### src/rtl/regfile.sv
// regfile: 32x32 register file, two combinational read ports, one write port, entry 0 hardwired to zero.
// Optional same-cycle write-to-read forwarding when REGFILE_BYPASS_EN is defined.  Rev 1.0
`default_nettype none

module regfile_reg #(
  parameter int WIDTH = 32
) (
  input  logic             clk,
  input  logic             reset,
  input  logic             enable,
  input  logic [WIDTH-1:0] d,
  output logic [WIDTH-1:0] q
);

  always_ff @(posedge clk or posedge reset) begin
    if (reset) begin
      q <= '0;
    end else if (enable) begin
      q <= d;
    end
  end

endmodule

module regfile #(
  parameter int WIDTH  = 32,
  parameter int DEPTH  = 32,
  parameter int AWIDTH = 5
) (
  input  logic              clk,
  input  logic              reset,
  output logic [WIDTH-1:0]  rs_data,
  output logic [WIDTH-1:0]  rt_data,
  input  logic [AWIDTH-1:0] rs_num,
  input  logic [AWIDTH-1:0] rt_num,
  input  logic [AWIDTH-1:0] rd_num,
  input  logic [WIDTH-1:0]  rd_data,
  input  logic              rd_we
);

  logic [DEPTH-1:0] en;
  logic [WIDTH-1:0] q [DEPTH];

  // Entry 0 is never written, so its register holds its reset value of zero.
  assign en[0] = 1'b0;

  genvar i;
  generate
    for (i = 1; i < DEPTH; i++) begin : g_dec
      assign en[i] = rd_we && (rd_num == AWIDTH'(i));
    end
    for (i = 0; i < DEPTH; i++) begin : g_entry
      regfile_reg #(.WIDTH(WIDTH)) u_reg (
        .clk    (clk),
        .reset  (reset),
        .enable (en[i]),
        .d      (rd_data),
        .q      (q[i])
      );
    end
  endgenerate

`ifdef REGFILE_BYPASS_EN
  logic fwd_ok;
  assign fwd_ok  = rd_we && (rd_num != '0) && !reset;
  assign rs_data = (fwd_ok && (rd_num == rs_num)) ? rd_data : q[rs_num];
  assign rt_data = (fwd_ok && (rd_num == rt_num)) ? rd_data : q[rt_num];
`else
  assign rs_data = q[rs_num];
  assign rt_data = q[rt_num];
`endif

endmodule

`default_nettype wire

### config.mk
export PLATFORM = sky130hd
export DESIGN_NAME = regfile
export DESIGN_NICKNAME = d
export VERILOG_FILES = /design/src/rtl/regfile.sv
export SDC_FILE = /design/constraint.sdc
export NUM_CORES = 2
export LEC_CHECK = 0
export BUFFER_PORTS_ARGS = -buffer_cell sky130_fd_sc_hd__buf_2
export CORE_UTILIZATION = 60
export DETAILED_ROUTE_END_ITERATION = 8
export PLACE_DENSITY_LB_ADDON = 0.25
export REMOVE_ABC_BUFFERS = 1
export SLEW_MARGIN = 0
export SYNTH_ARGS = -nofsm -noshare
export SYNTH_HDL_FRONTEND = slang
export SYNTH_HIERARCHICAL = 1
export SYNTH_SLANG_ARGS = --single-unit
### constraint.sdc
create_clock -name clk -period 3.8 [get_ports clk]
set_input_delay 0.76 -clock clk [delete_from_list [all_inputs] [get_ports clk]]
set_output_delay 0.76 -clock clk [all_outputs]
set_load 0.05 [all_outputs]
## Word-level counts from Yosys, hierarchy flattened

Cells that the tools add are included.

| storage, ports and cells | value |
|---|---|
| memory bits (read-only) | 0 |
| register bits after elaboration | 992 |
| bits in writable memories | 0 |
| bits in latches | 0 |
| bits of input ports | 50 |
| word-level logic and storage cells | 103 |
| output and inout port bits | 64 |
| memories kept | 0 |

| operators by class | value |
|---|---|
| reductions and logical operators | 31 |
| add/sub/neg operators | 0 |
| mux-type cells | 6 |
| equality and inequality tests | 31 |
| $mul | 0 |
| bitwise operators | 2 |
| order comparisons | 2 |
| shift operators | 0 |
| div/mod/pow operators | 0 |

Operators by type and width:

| operator | number |
|---|---|
| 32-bit binary-select mux with 5-bit select | 2 |
| 32-bit 2-to-1 mux | 4 |
| 5-bit == test (second input constant) | 16 |
| 5-bit by 4-bit == test with 1-bit output (second input constant) | 8 |
| 1-bit logical AND | 31 |
| 5-bit by 3-bit == test with 1-bit output (second input constant) | 4 |
| 6-bit greater-or-equal comparator (second input constant) | 2 |
| 5-bit inverter with 6-bit output | 2 |
| 5-bit by 2-bit == test with 1-bit output (second input constant) | 2 |
| 5-bit by 1-bit == test with 1-bit output (second input constant) | 1 |

## Longest topological paths before layout

| depth | value |
|---|---|
| depth after elaboration | 4 |
| depth in mapped cells | 8 |
| mapped depth without buffers | 5 |

## Modules after synthesis

Netlist, hierarchy kept.

By module, submodules not included:

| module | area an instance (um^2) | times used | cells an instance | seq. area each (um^2) |
|---|---|---|---|---|
| regfile_reg | 1348.8 | 32 | 69 | 800.8 |
| regfile | 18016.0 | 1 | 2367 | 0.0 |

## Worst setup path before layout

Ideal clock, no wire load.

| timing path | value |
|---|---|
| kind | input -> output |
| start point | input port rs_num[1] |
| end point | output port rs_data[25] |
| path buffers | 4 |
| slack | 0.868 ns |
| cell stages on the path | 8 |
| data required time | 3.040 ns |
| arrival time | 2.172 ns |
| path through | buf_4 buf_6 buf_6 buf_6 mux2i_1 a22oi_1 a31oi_1 nand3_1 |

| between the ends | value |
|---|---|
| cells in the longest elaborated chain, start to end | 4 |

Ends and longest elaborated chain:

| what | line | text |
|---|---|---|
| start: declaration | 34 | `input logic [AWIDTH-1:0] rs_num,` |
| 5-bit inverter with 6-bit output (not written as such) | 69 | `assign rs_data = q[rs_num];` |
| 32-bit binary-select mux with 5-bit select | 69 |  |
| 32-bit 2-to-1 mux (not written as such) (2 in a row) | 69 |  |
| end: declaration | 32 | `output logic [WIDTH-1:0] rs_data,` |

No other way between the ends. The select of a mux whose other input is x is not followed.

## Final worst setup path

| timing path | value |
|---|---|
| start point | input port rt_num[0] |
| end point | output port rt_data[7] |

| between the ends | value |
|---|---|
| cells in the longest elaborated chain, start to end | 4 |

Ends and longest elaborated chain:

| what | line | text |
|---|---|---|
| start: declaration | 35 | `input logic [AWIDTH-1:0] rt_num,` |
| 5-bit inverter with 6-bit output (not written as such) | 70 | `assign rt_data = q[rt_num];` |
| 32-bit binary-select mux with 5-bit select | 70 |  |
| 32-bit 2-to-1 mux (not written as such) (2 in a row) | 70 |  |
| end: declaration | 33 | `output logic [WIDTH-1:0] rt_data,` |

No other way between the ends. The select of a mux whose other input is x is not followed.

==> flow_summary.yaml <==
outcome:
  status: "completed"
min_path:
  worstHoldPathType: "input port to async pin"
synth:
  synth.cells.most_frequent: "1024 x dfrtp_1, 1024 x mux2i_1, 960 x mux2_4, 198 x nand2_1, 196 x nand3_1"
  syn-cell-area_sq_um: 61200
  yosys.area.top_type: "dfrtp_1"
  synthArstFlopShare_pct: 100
  synth_top_area_share_pct: 41.9
  synth_seq_area_share_pct: 41.9
  synthCells: 4575
  synth_seq_cells: 1024
  syn-mean-instance-area_sq_um: 13.4
  yosysUniqueCellTypes: 26
  synth_edf_count: 0
  ys.flop_type: "dfrtp_1"
  ys_warn_count: 6
  synth_top_cells_by_area: "dfrtp_1 42%, mux2_4 24%, mux2i_1 17%"
clock_network:
  clkSinkCount: 1024
  htree_levels: 3
  cts_hold_buf: 0
  cts_buffers: 106
  clk_path_buf_depth: 3
  path_clk_slew_ps: 60
  clk-insertion-delay-late_ps: 690
  clockRootBuffer: "clkbuf_16"
  post_cts_buffers: 0
  ctsResizeCount: 0
  cts_tree: "yes"
detailed_routing:
  drc: 0
  vias_per_cell: 6.84
  ant_nets: 0
  drtPass1Iterations: 6
  first_iter_violations: 4743
  drt_wl_total_microns: 195000
  vias: 41700
  wl_per_cell_microns: 32.0
floorplan:
  core_sq_um: 101000
  initial_core_util_pct: 60.8
  die_area_sq_um: 103000
  die_w_microns: 321
  dieHeight_microns: 321
  io_pins: 114
  rows: 116
timing:
  layout_setup_ws_ps: 71.8
  fin_skew_ps: 0
  grt_setup_unrepaired: "no"
  fmax_ghz: 0.268
  worst_pin_slew_ps: 1200
  min_period_ps: 3730
  slew_headroom_pct: 19.8
  slew_viol_final: 0
  hold_viol_final: 0
  setup_viol: 0
  final.period_utilization_pct: 98.1
finish:
  largest_register: "g_entry.u_reg/q"
  stdcell_count: 6099
  multi_input_area_sq_um: 31900
  fill_cells: 7366
  largest_reg_flops: 1024
  nets: 4703
  regArea_sq_um: 25600
  finish.instance_area_sq_um: 66400
  area_growth_pct: 8.55
  final_layout_size_suffix_gt1_share_pct: 34.5
  reg_top3: "g_entry.u_reg/q x1024"
placed_design:
  dpl.hpwl_microns: 117000
  post-place-ws_ps: 130
  dp_cells: 5902
  finalWeightedCongestion: 0.879
  io_buffers: 113
  placed_cell_area_sq_um: 62800
global_routing:
  grt_pass1_wl_microns: 289000
  grt_use_total_pct: 37.5
  grtUsageMet1_pct: 51.4
  use_met2_pct: 57.1
  first_global_vias: 42700
  antenna_found_initial: 4
  overflow: 0
  grt_max_degree: 67
  busiest_layer: "met2"
  use_met3_pct: 6.40
pwr:
  leakage_uw: 0.0316
  peakVddDrop_v: 0.000460
  finalPower_uw: 33900
  p_per_area_nw_per_um2: 511
job:
  drv_cap: 0
critical_path:
  path_class: "input port to output pin"
  crit_arrival_ps: 2970
  worst_r2r_path_depth: 1
  crit_required_ps: 3040
  end_kind: "output pin"
  crit_path_max_fanout: 19
  start_kind: "input port"
kinds of logic after synthesis:
group	count (synthesis)	share of synthesized area (%)
DFF	1024	41.9
muxes	2048	41.5
other	1	0.00613
and+or+nand+nor	511	3.74
AOI/OAI and AO/OA	576	6.41
buffers and inverters	415	6.46
layout make-up:
class | count | share of cell area [%]
Clock buffer | 155 | 4.77
Timing Repair Buffer | 353 | 5.23
Multi-Input combinational cell | 3136 | 48.0
Tap cell | 1357 | 2.56
Sequential cell | 1024 | 38.6
Inverter | 32 | 0.181
Clock inverter | 41 | 0.626
Antenna cell | 1 | 0.00377
path summary, 6_finish.rpt:
| check | slack, ps | from | to |
|---|---|---|---|
| worst max-delay path | 70 | rt_num[0] | rt_data[7] |
| worst min-delay path | 530 | reset | g_entry[6].u_reg/q[24] |
| worst max register to register | 2970 | g_entry[6].u_reg/q[10] | g_entry[6].u_reg/q[10] |
| worst min register to register | 530 | g_entry[13].u_reg/q[20] | g_entry[13].u_reg/q[20] |
| max in group asynchronous | 2180 | reset | g_entry[18].u_reg/q[11] |
| min in group clk | 530 | g_entry[13].u_reg/q[20] | g_entry[13].u_reg/q[20] |
where the power goes:
part / leakage, uW / internal [uW] / switching [uW]
clock: 0.00180 / 6300 / 4600
combinational: 0.0168 / 4440 / 3640
sequential: 0.0131 / 13000 / 1900
total: 0.0316 / 23800 / 10100
layout by cell type, fill, tap and decap left out, drive strengths merged, types with 2 or more instances in the layout:
cell type	count
a21oi	192
a22o	128
a22oi	192
a31oi	64
and2	2
buf	353
bufinv	8
clkbuf	155
clkinv	30
dfrtp	1024
inv	34
mux2	1024
mux2i	1024
nand2	198
nand2b	6
nand3	196
nor2	34
nor2b	7
nor3	64
or2	3
through the flow:
stage               hold WS (ps)  setup TNS (ps)  utilization (%)
floorplan                    502         -189160                -
global placement             511               0             62.5
detailed placement           516               0             62.5
CTS                          510               0             66.0
global route                 548               0             66.0
finish                       535               0             66.0
critical path: stages:
cell and delay [ps]:
buf_2 200, nor2_4 400, buf_12 240, buf_4 240, nand2_1 90, a31oi_1 500
nand3_1 250, buf_2 280
layer usage:
metal | part of all wire [%] | up-vias
met1 | 41 | 21800
met4 | 5.4 | 4
met3 | 8.3 | 532
li1 | - | 17000
met2 | 45 | 2386
met5 | 0.012 | -
Power figures use the tool's default switching activity.
